`src/rtl/feeder_pkg.sv`:
```
// Shared types and sizing helpers for the operand feeder and its FIFO.
package feeder_pkg;

  localparam int unsigned DATA_W_DEF = 32;
  localparam int unsigned DEPTH_DEF  = 8;
  localparam int unsigned GAP_DEF    = 3;

  typedef enum logic [1:0] {
    ST_IDLE  = 2'd0,
    ST_ISSUE = 2'd1,
    ST_HOLD  = 2'd2
  } feeder_state_e;

  // Pointer width for a FIFO of the given depth (at least one bit).
  function automatic int unsigned ptr_w(input int unsigned depth);
    return (depth > 1) ? $clog2(depth) : 1;
  endfunction

  // Occupancy width: one extra bit so the count can reach DEPTH.
  function automatic int unsigned lvl_w(input int unsigned depth);
    return ptr_w(depth) + 1;
  endfunction

endpackage

```
`src/rtl/sync_fifo.sv`:
```
// Register-array FIFO with an occupancy counter; head word is read combinationally.
module sync_fifo
  import feeder_pkg::*;
#(
  parameter int unsigned DATA_W = DATA_W_DEF,
  parameter int unsigned DEPTH  = DEPTH_DEF
) (
  input  logic                      clk_i,
  input  logic                      rst_i,
  input  logic                      push_i,
  input  logic                      pop_i,
  input  logic [DATA_W-1:0]         wdata_i,
  output logic [DATA_W-1:0]         rdata_o,
  output logic                      full_o,
  output logic                      empty_o,
  output logic [lvl_w(DEPTH)-1:0]   level_o
);

  localparam int unsigned PTR_W = ptr_w(DEPTH);
  localparam int unsigned LVL_W = lvl_w(DEPTH);

  logic [DATA_W-1:0] mem_q [DEPTH];
  logic [PTR_W-1:0]  wr_ptr_q, wr_ptr_d;
  logic [PTR_W-1:0]  rd_ptr_q, rd_ptr_d;
  logic [LVL_W-1:0]  count_q, count_d;
  logic              push_ok;
  logic              pop_ok;

  assign full_o  = (count_q == LVL_W'(DEPTH));
  assign empty_o = (count_q == '0);
  assign push_ok = push_i && !full_o;
  assign pop_ok  = pop_i && !empty_o;
  assign rdata_o = mem_q[rd_ptr_q];
  assign level_o = count_q;

  // Pointers wrap naturally because DEPTH is a power of two.
  always_comb begin
    wr_ptr_d = wr_ptr_q;
    rd_ptr_d = rd_ptr_q;
    count_d  = count_q;
    if (push_ok) wr_ptr_d = wr_ptr_q + PTR_W'(1);
    if (pop_ok)  rd_ptr_d = rd_ptr_q + PTR_W'(1);
    case ({push_ok, pop_ok})
      2'b10:   count_d = count_q + LVL_W'(1);
      2'b01:   count_d = count_q - LVL_W'(1);
      default: count_d = count_q;
    endcase
  end

  always_ff @(posedge clk_i) begin
    if (rst_i) begin
      wr_ptr_q <= '0;
      rd_ptr_q <= '0;
      count_q  <= '0;
    end else begin
      wr_ptr_q <= wr_ptr_d;
      rd_ptr_q <= rd_ptr_d;
      count_q  <= count_d;
    end
  end

  always_ff @(posedge clk_i) begin
    if (push_ok) mem_q[wr_ptr_q] <= wdata_i;
  end

endmodule

```
`src/rtl/operand_feeder.sv`:
```
// Buffers operands and issues them as paced one-cycle enable pulses to the accumulator.
module operand_feeder
  import feeder_pkg::*;
#(
  parameter int unsigned DATA_W = DATA_W_DEF,
  parameter int unsigned DEPTH  = DEPTH_DEF,
  parameter int unsigned GAP    = GAP_DEF
) (
  input  logic                      CLK,
  input  logic                      RST,
  input  logic                      in_valid,
  input  logic [DATA_W-1:0]         in_data,
  output logic                      in_ready,
  output logic                      enable,
  output logic [DATA_W-1:0]         value,
  output logic [lvl_w(DEPTH)-1:0]   level,
  output logic [15:0]               issued
);

  localparam int unsigned HOLD_W = (GAP > 1) ? $clog2(GAP) : 1;

  feeder_state_e     state_q;
  logic [HOLD_W-1:0] hold_cnt_q;
  logic              enable_q;
  logic [DATA_W-1:0] value_q;
  logic [15:0]       issued_q;

  logic              fifo_full;
  logic              fifo_empty;
  logic              fifo_pop;
  logic [DATA_W-1:0] fifo_head;

  assign in_ready = !fifo_full;
  assign enable   = enable_q;
  assign value    = value_q;
  assign issued   = issued_q;

  // A pop is only requested when idle or on the final hold cycle.
  always_comb begin
    fifo_pop = 1'b0;
    case (state_q)
      ST_IDLE: fifo_pop = !fifo_empty;
      ST_HOLD: fifo_pop = (hold_cnt_q == '0) && !fifo_empty;
      default: fifo_pop = 1'b0;
    endcase
  end

  sync_fifo #(
    .DATA_W (DATA_W),
    .DEPTH  (DEPTH)
  ) u_fifo (
    .clk_i   (CLK),
    .rst_i   (RST),
    .push_i  (in_valid),
    .pop_i   (fifo_pop),
    .wdata_i (in_data),
    .rdata_o (fifo_head),
    .full_o  (fifo_full),
    .empty_o (fifo_empty),
    .level_o (level)
  );

  always_ff @(posedge CLK) begin
    if (RST) begin
      state_q    <= ST_IDLE;
      hold_cnt_q <= '0;
      enable_q   <= 1'b0;
      value_q    <= '0;
      issued_q   <= '0;
    end else if (fifo_pop) begin
      value_q  <= fifo_head;
      enable_q <= 1'b1;
      issued_q <= issued_q + 16'd1;
      state_q  <= ST_ISSUE;
    end else begin
      enable_q <= 1'b0;
      case (state_q)
        ST_ISSUE: begin
          // Hold spans GAP-1 cycles so the next pulse lands GAP cycles later.
          hold_cnt_q <= HOLD_W'(GAP - 2);
          state_q    <= ST_HOLD;
        end
        ST_HOLD: begin
          if (hold_cnt_q == '0) state_q <= ST_IDLE;
          else                  hold_cnt_q <= hold_cnt_q - HOLD_W'(1);
        end
        default: state_q <= ST_IDLE;
      endcase
    end
  end

endmodule

```
`config.mk`:
```
export PLATFORM = sky130hd
export DESIGN_NAME = operand_feeder
export DESIGN_NICKNAME = d
export VERILOG_FILES = /design/src/rtl/feeder_pkg.sv /design/src/rtl/sync_fifo.sv /design/src/rtl/operand_feeder.sv
export SDC_FILE = /design/constraint.sdc
export NUM_CORES = 1
export LEC_CHECK = 0
export ABC_AREA = 1
export BUFFER_PORTS_ARGS = -buffer_cell sky130_fd_sc_hd__clkbuf_2
export CAP_MARGIN = 5
export CORE_UTILIZATION = 60
export CTS_CLUSTER_DIAMETER = 200
export CTS_CLUSTER_SIZE = 30
export DETAILED_ROUTE_END_ITERATION = 10
export PLACE_DENSITY = 0.77
export SLEW_MARGIN = 20
export SYNTH_ARGS = -nofsm -noshare
export SYNTH_HDL_FRONTEND = slang
export SYNTH_SLANG_ARGS = --single-unit
```
`constraint.sdc`:
```
create_clock -name CLK -period 3.1 [get_ports CLK]
set_input_delay 0.62 -clock CLK [delete_from_list [all_inputs] [get_ports CLK]]
set_output_delay 0.62 -clock CLK [all_outputs]
set_load 0.01 [all_outputs]
```
==> results of run 1 <==
cells by family after synthesis:
| logic type | share of synthesized area (%) |
|---|---|
| adder cells (fa/ha/maj) | 0.9979 |
| AND/OR/NAND/NOR | 13.15 |
| AO/OA/AOI/OAI | 10.65 |
| flip-flops | 71.37 |
| buffers and inverters | 3.622 |
| XOR/XNOR | 0.2096 |
area by class of cell:
type | instances | area share, %
flip-flops and latches | 319 | 65.33
multi-input cells | 652 | 23.31
repair buffers | 104 | 4.728
clock buffers | 23 | 2.957
well taps | 270 | 2.464
inverters | 39 | 1.077
clock inverters | 1 | 0.1186
diodes | 1 | 0.01825
cells in the final DEF (no fill, tap or decap), drive strengths merged, types with 4 or more instances in the layout:
cell,n
a21oi,18
buf,16
clkbuf,111
dfxtp,63
edfxtp,256
ha,10
inv,38
nand2,124
nand3,42
nor2,235
nor3,4
o211ai,64
o21ai,142
registers in the layout, indices dropped and copies added, names as in the netlist:
signal / flops
enable: 1
state_q: 2
value: 32
hold_cnt_q: 2
u_fifo.rd_ptr_q: 3
issued: 16
u_fifo.level_o: 4
u_fifo.wr_ptr_q: 3
u_fifo.mem_q: 256
path summary, 6_finish.rpt:
kind / startpoint / to / cells after the start / slack, ns
hold reg to reg: value[20] / value[20] / 2 / 0.46
setup reg to reg: state_q[0] / u_fifo.level_o[2] / 12 / 0.75
hold / removal: in_data[19] / u_fifo.mem_q[0][19] / 1 / 0.39
setup / recovery: state_q[0] / u_fifo.level_o[2] / 12 / 0.75
per-layer routing:
layer | global-route usage, % | vias up | share of wire (%)
met1 | 33.01 | 3891 | 44
met3 | 2.625 | 34 | 5.9
met2 | 40.05 | 231 | 49
li1 | - | 3886 | -
met4 | 5.156 | 0 | 1.5
met5 | 0 | - | 0
per-stage QoR:
step / util [%] / power, mW / hold slack [ns]
global route: 67.32 / 10.94 / 0.3837
detailed placement: 65.24 / 8.292 / 0.4407
CTS: 67.31 / 10.39 / 0.3778
floorplan: - / 7.476 / 0.4410
global placement: 65.24 / 8.172 / 0.4380
finish: 67.32 / 10.33 / 0.3949
report_power, final:
part / total, mW / leakage, nW / switching, mW / internal [mW]
clock: 2.15 / 0.201 / 1.23 / 0.924
combinational: 2.92 / 1.79 / 1.98 / 0.936
sequential: 5.26 / 2.84 / 0.245 / 5.02
worst max-delay path, stage by stage, from the launching register on:
cell,delay [ns]
dfxtp_1,0.38
inv_1,0.08
ha_1,0.21
nand2_1,0.08
nand2_1,0.06
nand2_2,0.30
inv_2,0.14
ha_1,0.27
xor2_1,0.17
ha_1,0.19
a21oi_1,0.14
xor2_1,0.15
a21oi_1,0.07
==> metrics.cfg, run 1 <==
[status]
status=finished, final reports clean

[placed_design]
placed_cell_area_mm2=0.01329
dp_cells=1384
dp_hpwl_um=13920
io_buffers=88
dp_slack_ns=0.7728
routabilityCongestion=0.8253

[sta]
setup_viol=0
drv_slew=0
worstMarginPinSlew_ns=0.8156
min_period_ns=2.350
finalSetupTns_ns=0
fmax_mhz=425.5
post-route-period-util_pct=75.80
hold_viol=0
grt_setup_unrepaired=false
slew_headroom_pct=45.57
fin_skew_ns=0.02127
fin_ws_ns=0.7501

[route]
viasPerCell=5.708
dr.first_iter.drc_count=705
wl_per_cell_um=17.83
ant_nets=0
via_count=8042
drc=0
drt_pre_antenna_iters=5
drt_wl_total_um=25130

[cells_and_area]
num-fill-cells=1506
area_delta_synth_final_pct=9.340
regArea_mm2=0.008956
stdcell_area_mm2=0.01371
multiInputGateArea_mm2=0.003196
instances_no_fill=1409
drive_gt1_share_pct=12.39
nets=1175

[clock_network]
cts_setup_buffers=0
cts_hold_buf=0
clk_latency_ns=0.50
h-tree-depth=1
numCtsBuffers=14
cts_tree=yes
cts_root_buf=clkbuf_16
clock_path_buffers=3
clk_pin_slew_worst_paths_ns=0.11
clkSinkCount=319
cts-resized-gates=0

[worst_setup_path]
crit_type=flop to flop
startpoint_type=flop
critPathArrivalTime_ns=2.75
path_max_fanout=12
required_ns=3.50
crit_path_end_kind=flop

[synth]
netlist.area_leader.share_pct=61.31
synth_most_common_cell=edfxtp_1
ys.flop_type=edfxtp_1
synth_top_area_cell=edfxtp_1
syn-cell-area_mm2=0.01254
ys_async_sr_fraction_pct=0
syn_avg_cell_area_um2=11.74
synth_area_leaders=edfxtp_1 61%, dfxtp_1 10%, nor2_1 6.9%, o21ai_0 5.0%, o211ai_1 3.8%
yosys-top-cells-count=256 x edfxtp_1, 232 x nor2_1, 126 x o21ai_0
syn_inst=1068
synth_fp_nets=1113
synth_warnings=0
yosysSeqAreaShare_pct=71.37
yosys_register_bits=319
netlist-cell-type-count=30
synth_edf_count=256

[grt]
grt_pass1_wl_um=39230
track_usage_pct=23.56
grt_pass1_vias=7399
grt_overflow=0
antenna_found_initial=1
grt_max_degree=130

[die]
rows=52
die_area_mm2=0.02148
die_y_um=146.6
start_util_pct=61.57
die_w_um=146.6
core-area_mm2=0.02036
io_pins=89

[power_and_ir_drop]
ir_drop_mv=0.4634
cellPowerDensity_mw_per_mm2=753.6
leakage_nw=4.830

[job]
maxCapViolations=0

[hold_path]
hold_class=input port to flop

(Power assumes the default switching activity.)
==> run 2: changes to the inputs <==
==> constraint.sdc (replaced) <==
create_clock -name CLK -period 2.5 [get_ports CLK]
set_input_delay 0.5 -clock CLK [delete_from_list [all_inputs] [get_ports CLK]]
set_output_delay 0.5 -clock CLK [all_outputs]
set_load 0.01 [all_outputs]
==> run 2 against run 1 <==
Routed wire length grew 0.30%. Sequential share of layout area shrank 0.47 points. Design area grew 0.73%. Via count up 1.3%. Power rose by 25%. Critical path depth is 1 lower. Clock-buffer cell count did not move. Sequential power up 24%. Maximum frequency increased by 11%. Die area unchanged. Utilization grew 0.49 points.
==> metrics.cfg, run 2 (synthesized netlist as in run 1, its figures left out) <==
[power_and_ir_drop]
power.share.clock_pct=20.5  ; was 20.8%
cellPowerDensity_mw_per_mm2=938.3  ; was 753.6 mW/mm2
leakage_nw=4.894  ; was 4.830 nW
share_comb_of_total_power_pct=29.3  ; was 28.2%
ir_drop_mv=0.6829  ; was 0.4634 mV
switchingPower_mw=4.330  ; was 3.456 mW
power.total_mw=12.96  ; was 10.33 mW
p_seq_share_pct=50.2  ; was 50.9%
switching_share_pct=33.42  ; was 33.45%
p_int_mw=8.627  ; was 6.876 mW

[sta]
worstMarginPinSlew_ns=0.6159  ; was 0.8156 ns
slew_headroom_pct=58.89  ; was 45.57%
hold_viol=0  ; unchanged
fmax_mhz=471.2  ; was 425.5 MHz
setup_viol=0  ; unchanged
drv_slew=0  ; unchanged
post-route-period-util_pct=84.90  ; was 75.80%
fin_skew_ns=0.01835  ; was 0.02127 ns
min_period_ns=2.122  ; was 2.350 ns
grt_setup_unrepaired=false  ; unchanged

[grt]
track_usage_pct=23.95  ; was 23.56%
grt_pass1_wl_um=40090  ; was 39230 um
grt_overflow=0  ; unchanged
met3_usage_pct=3.000  ; was 2.625%
top_usage_layer=met2  ; unchanged
use_met1_pct=32.12  ; was 33.01%
antenna_found_initial=1  ; unchanged
grt_pass1_vias=7730  ; was 7399
met2_usage_pct=41.19  ; was 40.05%
grt_max_degree=130  ; unchanged

[clock_network]
clk_latency_ns=0.50  ; about the same
clock_path_buffers=3  ; unchanged
cts-resized-gates=0  ; unchanged
h-tree-depth=1  ; unchanged
cts_tree=yes  ; unchanged
cts_root_buf=clkbuf_16  ; unchanged
cts_hold_buf=0  ; unchanged
clkSinkCount=319  ; unchanged
cts_setup_buffers=0  ; unchanged
clk_pin_slew_worst_paths_ns=0.11  ; about the same
numCtsBuffers=14  ; unchanged

[hold_path]
hold_class=input port to flop  ; unchanged

[route]
viasPerCell=5.741  ; was 5.708
drc=0  ; unchanged
drt_wl_total_um=25200  ; was 25130 um
ant_nets=0  ; unchanged
via_count=8147  ; was 8042
drt_pre_antenna_iters=5  ; unchanged
dr.first_iter.drc_count=607  ; was 705
wl_per_cell_um=17.76  ; was 17.83 um

[cells_and_area]
layout_commonest_cell=edfxtp_1  ; unchanged
post-route-util_pct=67.81  ; was 67.32%
regMostFlops=u_fifo.mem_q  ; unchanged
drive_gt1_share_pct=13.15  ; was 12.39%
largest_reg_flops=256  ; unchanged
layout_common_cells=256 x edfxtp_1, 224 x nor2_1, 126 x o21ai_0  ; unchanged
area_delta_synth_final_pct=10.14  ; was 9.340%
nets=1185  ; was 1175

[status]
status=finished, final reports clean  ; unchanged

[die]
rows=52  ; unchanged
die_area_mm2=0.02148  ; unchanged
core-area_mm2=0.02036  ; unchanged
die_y_um=146.6  ; unchanged
start_util_pct=61.57  ; unchanged
io_pins=89  ; unchanged
die_w_um=146.6  ; unchanged

[worst_setup_path]
critPathArrivalTime_ns=2.57  ; was 2.75 ns
critPathMaxStageDelay_ns=0.38  ; about the same
crit_path_end_kind=flop  ; unchanged
path_max_fanout=8  ; was 12
required_ns=2.94  ; was 3.50 ns
startpoint_type=flop  ; unchanged
crit_chain=nor2_1 -> inv_1 -> nor2_1 -> nand2_1 -> nand2_1 -> ha_1 -> xor2_1 -> ha_1 -> a21oi_1 -> xor2_1 -> a21oi_1  ; was inv_1 -> ha_1 -> nand2_1 -> nand2_1 -> nand2_2 -> inv_2 -> ha_1 -> xor2_1 -> ha_1 -> a21oi_1 -> xor2_1 -> a21oi_1
crit_path_top_delay_cell=dfxtp_1  ; unchanged
crit_type=flop to flop  ; unchanged

[job]
maxCapViolations=0  ; unchanged

[placed_design]
dp_hpwl_um=14410  ; was 13920 um
io_buffers=88  ; unchanged
routabilityCongestion=0.8105  ; was 0.8253

run 2: cell types whose count changed in the layout (fill, tap and decap cells not counted), sizes merged:
cell,previous run,this run
buf,16,26
run 2: worst max-delay path, delay by kind of cell (launching register included):
kind	cells	cell delay, ns
flip-flops	1	0.38
XOR/XNOR	2	0.42
adder cells (fa/ha/maj)	2	0.46
buffers and inverters	1	0.08
AND/OR/NAND/NOR	4	0.55
AO/OA/AOI/OAI	2	0.17
run 2: path summary, 6_finish.rpt:
| path | depth (start not counted) | slack [ns] | to | startpoint |
|---|---|---|---|---|
| setup / recovery | 11 | 0.38 | u_fifo.level_o[2] | u_fifo.level_o[1] |
| hold / removal | 1 | 0.27 | u_fifo.mem_q[0][26] | in_data[26] |
| setup reg to reg | 11 | 0.38 | u_fifo.level_o[2] | u_fifo.level_o[1] |
| hold reg to reg | 2 | 0.45 | value[28] | value[28] |
run 2: routing by layer:
metal / vias to the layer above / part of all wire (%)
met5: - / 0
met4: 0 / 1.9
met2: 278 / 51
met1: 3923 / 41
li1: 3913 / -
met3: 33 / 6.3
run 2: layout make-up:
type                            instances  area (um2)
Sequential cell                       319        8956
Clock buffer                           23       405.4
Inverter                               39       147.6
Antenna cell                            1       2.502
Multi-Input combinational cell        652        3196
Timing Repair Buffer                  114       748.2
Clock inverter                          1       16.27
Tap cell                              270       337.8
Fill cell                            1459        6555
run 2: stage by stage:
step           instances  setup TNS [ns]  hold WS, ns  setup WS [ns]  area (um2)
2_1_floorplan       1068          -45.03       0.4410        -0.3518       12550
3_3_place_gp        1394               0       0.4393         0.5307       13390
3_5_place_dp        1394               0       0.4400         0.4162       13390
4_1_cts             1418               0       0.2548         0.3940       13810
5_1_grt             1419               0       0.2565         0.1626       13810
6_report            1419               0       0.2678         0.3775       13810
run 2: power by group through the flow:
stage / Clock [mW] / Combinational [mW] / Sequential [mW]
after global routing: 2.89 / 4.27 / 6.55
final: 2.65 / 3.80 / 6.51
after global placement: 0 / 3.64 / 6.60
after detailed placement: 0 / 3.78 / 6.62
after CTS: 2.70 / 3.81 / 6.50
after floorplan: 0 / 2.67 / 6.60
